[src/rtl/plab2_pic_pkg.sv]
// Shared types for the multicore PIC: FSM state encoding and pointer-width helper.
package plab2_pic_pkg;

  typedef enum logic [2:0] {
    S_IDLE    = 3'd0,
    S_SETPRIO = 3'd1,
    S_ARB     = 3'd2,
    S_ACK     = 3'd3,
    S_RESP    = 3'd4
  } state_t;

  // Width of a core index; never less than one bit.
  function automatic int ptr_w(input int n);
    return (n > 1) ? $clog2(n) : 1;
  endfunction

endpackage

[src/rtl/plab2_pic_rr_arbiter.sv]
// Combinational rotating-priority picker: first set req bit at or after start, modulo NUM_CORES.
module plab2_pic_rr_arbiter
  import plab2_pic_pkg::*;
#(
  parameter int NUM_CORES = 4,
  parameter int PTR_W     = ptr_w(NUM_CORES)
) (
  input  logic [NUM_CORES-1:0] req,
  input  logic [PTR_W-1:0]     start,
  output logic [PTR_W-1:0]     winner,
  output logic                 valid
);

  logic [PTR_W:0] idx;

  always_comb begin
    winner = '0;
    valid  = 1'b0;
    idx    = '0;
    for (int i = 0; i < NUM_CORES; i++) begin
      // start + i stays below 2*NUM_CORES, so one conditional subtract is the modulo
      idx = {1'b0, start} + (PTR_W+1)'(i);
      if (idx >= (PTR_W+1)'(NUM_CORES)) idx = idx - (PTR_W+1)'(NUM_CORES);
      if (!valid && req[idx[PTR_W-1:0]]) begin
        valid  = 1'b1;
        winner = idx[PTR_W-1:0];
      end
    end
  end

endmodule

[src/rtl/plab2_proc_pic_multi.sv]
// Multicore programmable interrupt controller: programmable-priority arbitration, ack/val pulses, hold-off.
// Optional rotating fairness after each grant when PLAB2_PIC_ROUNDROBIN_EN is defined.
module plab2_proc_pic_multi
  import plab2_pic_pkg::*;
#(
  parameter int NUM_CORES = 4,
  parameter int HOLDOFF   = 2,
  parameter int PTR_W     = ptr_w(NUM_CORES)
) (
  input  logic                 clk,
  input  logic                 reset,
  input  logic [NUM_CORES-1:0] intr_rq,
  input  logic [NUM_CORES-1:0] intr_set,
  output logic [NUM_CORES-1:0] intr_ack,
  output logic [NUM_CORES-1:0] intr_val,
  output logic [PTR_W-1:0]     prio_ptr
);

  localparam int CNT_W = (HOLDOFF > 0) ? $clog2(HOLDOFF + 1) : 1;
  localparam logic [NUM_CORES-1:0] ONE = {{(NUM_CORES-1){1'b0}}, 1'b1};

  state_t             state;
  logic [PTR_W-1:0]   grant;
  logic [CNT_W-1:0]   cnt;

  logic [PTR_W-1:0]   winner;
  logic               win_vld;
  logic [PTR_W-1:0]   set_idx;
  logic               set_any;
  logic [PTR_W-1:0]   grant_nxt;

  plab2_pic_rr_arbiter #(
    .NUM_CORES (NUM_CORES),
    .PTR_W     (PTR_W)
  ) u_arb (
    .req    (intr_rq),
    .start  (prio_ptr),
    .winner (winner),
    .valid  (win_vld)
  );

  // Lowest-index intr_set bit wins re-prioritisation.
  always_comb begin
    set_any = |intr_set;
    set_idx = '0;
    for (int i = NUM_CORES - 1; i >= 0; i--)
      if (intr_set[i]) set_idx = PTR_W'(i);
  end

  assign grant_nxt = (grant == PTR_W'(NUM_CORES - 1)) ? '0 : grant + 1'b1;

  always_ff @(posedge clk or posedge reset) begin
    if (reset) begin
      state    <= S_IDLE;
      prio_ptr <= '0;
      grant    <= '0;
      cnt      <= '0;
      intr_ack <= '0;
      intr_val <= '0;
    end else begin
      intr_ack <= '0;
      intr_val <= '0;
      case (state)
        S_IDLE: state <= S_SETPRIO;
        S_SETPRIO: begin
          if (set_any) begin
            prio_ptr <= set_idx;
            state    <= S_ARB;
          end
        end
        S_ARB: begin
          if (set_any) prio_ptr <= set_idx;
          if (cnt != '0) begin
            cnt <= cnt - 1'b1;
          end else if (win_vld) begin
            // Arbitration sees the pre-set pointer; the grant is latched here.
            grant    <= winner;
            intr_ack <= ONE << winner;
            state    <= S_ACK;
          end
        end
        S_ACK: begin
          if (set_any) prio_ptr <= set_idx;
          intr_val <= ONE << grant;
          state    <= S_RESP;
        end
        S_RESP: begin
`ifdef PLAB2_PIC_ROUNDROBIN_EN
          prio_ptr <= set_any ? set_idx : grant_nxt;
`else
          if (set_any) prio_ptr <= set_idx;
`endif
          cnt   <= CNT_W'(HOLDOFF);
          state <= S_ARB;
        end
        default: state <= S_IDLE;
      endcase
    end
  end

`ifndef PLAB2_PIC_ROUNDROBIN_EN
  logic unused_grant_nxt;
  assign unused_grant_nxt = ^grant_nxt;
`endif

endmodule

[config.mk]
export PLATFORM = sky130hd
export DESIGN_NAME = plab2_proc_pic_multi
export DESIGN_NICKNAME = d
export VERILOG_FILES = /design/src/rtl/plab2_pic_pkg.sv /design/src/rtl/plab2_pic_rr_arbiter.sv /design/src/rtl/plab2_proc_pic_multi.sv
export SDC_FILE = /design/constraint.sdc
export NUM_CORES = 1
export LEC_CHECK = 0
export CORE_MARGIN = 2
export CORE_UTILIZATION = 60
export DETAILED_ROUTE_END_ITERATION = 8
export DONT_BUFFER_PORTS = 1
export GPL_ROUTABILITY_DRIVEN = 0
export GPL_TIMING_DRIVEN = 0
export PLACE_DENSITY = 0.73
export SLEW_MARGIN = 20
export SYNTH_ARGS = -nofsm -noshare
export SYNTH_HDL_FRONTEND = slang
export SYNTH_SLANG_ARGS = --single-unit
[constraint.sdc]
create_clock -name clk -period 3.9 [get_ports clk]
set_input_delay 1.17 -clock clk [delete_from_list [all_inputs] [get_ports clk]]
set_output_delay 1.17 -clock clk [all_outputs]
set_load 0.02 [all_outputs]
* Word-level counts from Yosys, hierarchy flattened
Index checks and enable logic that the tools add are counted.
** Word-level totals
- Output and inout port bits :: 10
- Input port bits :: 10
- Logic and storage cells :: 82
- Register bits after elaboration :: 17
** Cells by class
- Equal/unequal tests :: 8
- Order comparisons :: 8
- Bitwise gates (word level) :: 1
- Reductions and logical operators :: 15
- Add/sub/neg operators :: 8
- Shifts and indexed selects :: 2
- Multiplexer cells :: 34
** Operators with widths (number)
- 2-bit two-way mux :: 13
- 4-bit two-way mux :: 4
- 3-bit one-hot mux with 5 select lines :: 1
- 2-bit by 3-bit < comparator with 1-bit output (second input constant) :: 4
- 2-bit by 1-bit subtractor with 2-bit output (second input constant) :: 5
- 3-bit >= comparator (second input constant) :: 3
- 3-bit two-way mux :: 3
- 1-bit binary-select mux with 2-bit select :: 4
- 1-bit two-way mux :: 8
- 4-bit OR reduction :: 2
- 1-bit by 2-bit << shifter with 4-bit output (first input constant) :: 2
- 2-bit by 2-bit adder with 3-bit output (second input constant) :: 2
- 3-bit by 2-bit equality test with 1-bit output (second input constant) :: 2
- 2-bit != test (second input constant) :: 3
- 3-bit AND reduction :: 2
- 2-bit one-hot mux with 2 select lines :: 1
- 2-bit AND reduction :: 2
- 2-bit nonzero test :: 2
- 2-bit by 1-bit adder with 3-bit output (second input constant) :: 1
- 3-bit by 1-bit equality test with 1-bit output (second input constant) :: 1
- 3-bit equality test (second input constant) :: 1
- 2-bit by 3-bit >= comparator with 1-bit output (second input constant) :: 1
- 1-bit logical AND :: 3
- 1-bit zero test :: 3
- other kinds (3) :: 3

* Depth between registers and ports, before layout
- Word-level depth :: 18
- Gate-level depth with buffers :: 6
- Depth with buffers taken out :: 6

* Hierarchy
Synthesis repeated with hierarchy kept, for this count alone.
** Second synthesis, totals
- Cells, all modules :: 83
- Area total of the unflattened synthesis :: 858.3 µm²
** By module, submodules not included
- plab2_proc_pic_multi :: instances 1, cells an instance 68, area an instance 780.7 µm², sequential area each 425.4 µm²
- plab2_pic_rr_arbiter :: instances 1, cells an instance 15, area an instance 77.6 µm², sequential area each 0.0 µm²

* Least setup slack after synthesis
Ideal clock, no wire load.
- Kind :: in2reg
- Start point :: in intr_rq[2]
- End point :: reg grant[1]
- Data arrival time :: 1.989 ns
- Buffers on the path :: 0
- Setup time :: 0.125 ns
- Required time :: 3.775 ns
- Stages on the path :: 4
- Setup slack :: 1.786 ns
- Cells stage by stage :: nor2b_1 a21boi_1 o32a_1 mux2_4
** Between the ends
- Word-level cells in the longest chain between the ends :: 13
- Elaborated cells between the ends (all ways) :: 23
- Classes of those cells :: 16 x mux; 7 x reduce/logical
** RTL lines
- start, declared :: line plab2_proc_pic_multi.sv:12 : input logic [NUM_CORES-1:0] intr_rq,
- 1-bit binary-select mux with 2-bit select :: line plab2_pic_rr_arbiter.sv:24 : if (!valid && req[idx[PTR_W-1:0]]) begin
- 1-bit two-way mux (not written as such) :: line plab2_pic_rr_arbiter.sv:24
- 1-bit two-way mux :: line plab2_pic_rr_arbiter.sv:24
- 1-bit zero test :: line plab2_pic_rr_arbiter.sv:24
- 1-bit logical AND :: line plab2_pic_rr_arbiter.sv:24
- 1-bit two-way mux :: line plab2_pic_rr_arbiter.sv:24
- 1-bit zero test :: line plab2_pic_rr_arbiter.sv:24
- 1-bit logical AND :: line plab2_pic_rr_arbiter.sv:24
- 1-bit two-way mux :: line plab2_pic_rr_arbiter.sv:24
- 1-bit zero test :: line plab2_pic_rr_arbiter.sv:24
- 1-bit logical AND :: line plab2_pic_rr_arbiter.sv:24
- 1-bit two-way mux :: line plab2_pic_rr_arbiter.sv:24
- 3-bit AND reduction (no source line)
- end signal, assigned :: line plab2_proc_pic_multi.sv:77 : grant <= winner;
- end, declared :: line plab2_proc_pic_multi.sv:23 : logic [PTR_W-1:0] grant;
Parallel ways exist; a longest one is shown, timed or not. The select of a mux whose other input is x is not followed.
A chain may end at the register's enable or synchronous reset.

* Worst setup path after layout
- Start point :: reg prio_ptr[1]
- End point :: out prio_ptr[1]
** RTL lines
- start, declared :: line plab2_proc_pic_multi.sv:16 : output logic [PTR_W-1:0] prio_ptr
- start signal, assigned :: line plab2_proc_pic_multi.sv:67 : prio_ptr <= set_idx;
- start signal, assigned :: line plab2_proc_pic_multi.sv:72 : if (set_any) prio_ptr <= set_idx;
- start signal, assigned :: line plab2_proc_pic_multi.sv:83 : if (set_any) prio_ptr <= set_idx;
No word-level cell between the ends.

==> results.txt <==
Least-Margin Pin Slew -> 0.624 ns
Die width -> 40.5 um
Setup crit end kind -> primary output
Final Hold Fails -> 0
GRT overflow -> 0
Worst hold start -> grant[0]
GRT Overall Usage -> 18.6%
I/O Pins -> 20
NetSw -> 257 uW
Deepest clock path buffer count -> 2
Synthesized area per cell -> 10.5 um2
IR drop worst, VDD -> 0.369 mV
Setup total negative slack -> 0 ns
Placed Instances -> 91
Area of the mapped netlist -> 801 um2
# nets final -> 92
Post-synth top area share -> 53.1%
Worst hold slack -> 0.495 ns
Leakage dissipation -> 0.000397 uW
Vias -> 581
Seq/Total Area, Yosys -> 53.1%
Critical R2R Launch -> cnt[0]
Max Cap Viol -> 0
Post-CTS Hold Fix Bufs -> 0
Number of global-route vias before repair -> 500
FF+latch area -> 425 um2
Worst-Skew Late Latency -> 0.29 ns
Ant diodes -> 0
Final Max Slew Viols -> 0
Initial Util -> 63.1%
Initial antenna violation count -> 0
Via density -> 6.12
Max Clk Rate -> 499 MHz
CP Launch Point -> prio_ptr[1]
Logic pwr share -> 38.4%
CTS root buffer -> clkbuf_4
Cell variety after synth -> 28
P_int -> 395 uW
Most frequent cell after synthesis -> dfrtp_1
Register share of total power -> 47.3%
Crit path time final -> 2.01 ns
DP Wirelength -> 969 um
Final period util -> 51.4%
Clk sinks -> 17
Clk pin slew, worst setup/hold paths -> 0.10 ns
DRC violations left -> 0
Mapped Cells -> 76
Antenna viol nets, final -> 0
Num CTS Buffers -> 3
Post-synth EDFFs -> 0
Layout cells sized above 1 -> 8.75%
Die Area -> 0.00164 mm2
Setup Buffers After CTS -> 0
Die Y -> 40.5 um
DRT Wirelength -> 1.30 mm
Worst setup SP type -> flop
WL/cell -> 13.7 um
Status -> complete, no violations
CP required -> 2.73 ns
Top FF cell, synth -> dfrtp_1
DRT iter0 DRCs -> 23
# H-tree levels -> 1
Final Setup Violations -> 0
Area Growth Syn to Fin -> 5.78%
Largest net degree at the start of global routing -> 18
Synth area leader -> dfrtp_1
RSZ-0062 raised after global routing -> false
Pwr per Cell Area -> 770 mW/mm2
Commonest cells post-synth -> dfrtp_1, nor2_1, o21ai_0
Area used by multi-input combinational logic -> 352 um2
Mapped Nets -> 87
Clk network pwr share -> 14.3%
Core area -> 0.00127 mm2
I/O Buffers -> 0
Tightest Hold Check Type -> reg -> reg
Layout Skew -> 0.00277 ns
Relative slew margins -> 58.4%
Switching part of the total -> 39.4%
Fill cells -> 101
Register bit total from synthesis -> 17
YS warnings -> 0
Maximum fanout along the worst path -> 6
Synth area leaders -> dfrtp_1, o21a_1, nor2b_1, o21ai_0, nor2_1
First-pass GRT wire length -> 1.99 mm
TritonRoute pass-1 iters -> 4
Async S/R FF share, synth -> 100%
Cell Count, Final, Fillers Out -> 95
CP Data Arrival Time -> 0.84 ns
Critical path class -> reg -> out
Std cell rows -> 13
CTS tree -> built
Post-CTS resize count -> 0
flip-flops by register name, summed over array words and instances (netlist names):
| signal | count |
|---|---|
| cnt | 2 |
| grant | 2 |
| intr_ack | 4 |
| intr_val | 4 |
| prio_ptr | 2 |
| state | 3 |
logic make-up after synthesis:
family | Yosys count | synth area share [%]
and+or+nand+nor | 29 | 20.0
AOI/OAI and AO/OA | 19 | 17.0
DFF | 17 | 53.1
buffers and inverters | 6 | 2.97
xor gates and xnor gates | 2 | 2.19
muxes | 2 | 3.12
adders and majority gates | 1 | 1.56
metal layers:
metal  GRT usage (%)  routed length (um)  vias to the layer above
met3            3.33                  60                        2
met5               0                   0                        -
met2            27.0                 633                       20
met4            10.0                  16                        0
li1                -                   -                      278
met1            25.9                 587                      281
per-stage QoR:
step           cell area [um2]  util [%]  total power (uW)  setup slack (ns)
2_1_floorplan              801         -               515              1.79
3_3_place_gp               820      64.6               555              1.75
3_5_place_dp               820      64.6               565              1.74
4_1_cts                    847      66.8               658              1.89
5_1_grt                    847      66.8               707              1.87
6_report                   847      66.8               652              1.89
path summary, 6_finish.rpt:
check	endpoint	slack [ns]	depth (start not counted)
setup / recovery	prio_ptr[1]	1.89	0
hold / removal	intr_val[2]	0.50	1
setup reg to reg	grant[1]	2.34	5
hold reg to reg	intr_val[2]	0.50	1
max in group asynchronous	intr_val[0]	2.67	1
min in group asynchronous	state[0]	0.83	1
layout by cell type, fill, tap and decap left out, drive strengths merged:
cell and n:
o21a 5, nor2 6, clkbuf 3, ha 1, or3 1, or2 1, o32a 1, mux2 1
a21boi 1, o22ai 1, nor4 1, nor3 4, a22oi 1, dfrtp 17, xnor2 2, clkinv 1
mux2i 1, inv 5, nand2b 2, nor2b 5, a21o 1, and3b 1, nand2 3, a21oi 1
buf 1, nor3b 3, and3 2, o21ai 6, o41ai 1, o32ai 1
power by group through the flow:
| stage | sequential, uW | clock [uW] | combinational, uW |
|---|---|---|---|
| after floorplan | 298 | 0 | 217 |
| after global placement | 309 | 0 | 246 |
| after detailed placement | 313 | 0 | 253 |
| after CTS | 309 | 96.0 | 253 |
| after global routing | 318 | 105 | 284 |
| final | 309 | 93.0 | 251 |
area by class of cell:
type	instances	share of cell area (%)
plain buffers	1	0.591
clock buffers	3	2.66
clock inverters	1	0.591
inverters	5	2.22
multi-input cells	53	41.5
flip-flops and latches	17	50.2
well taps	15	2.22
Power figures use the tool's default switching activity.
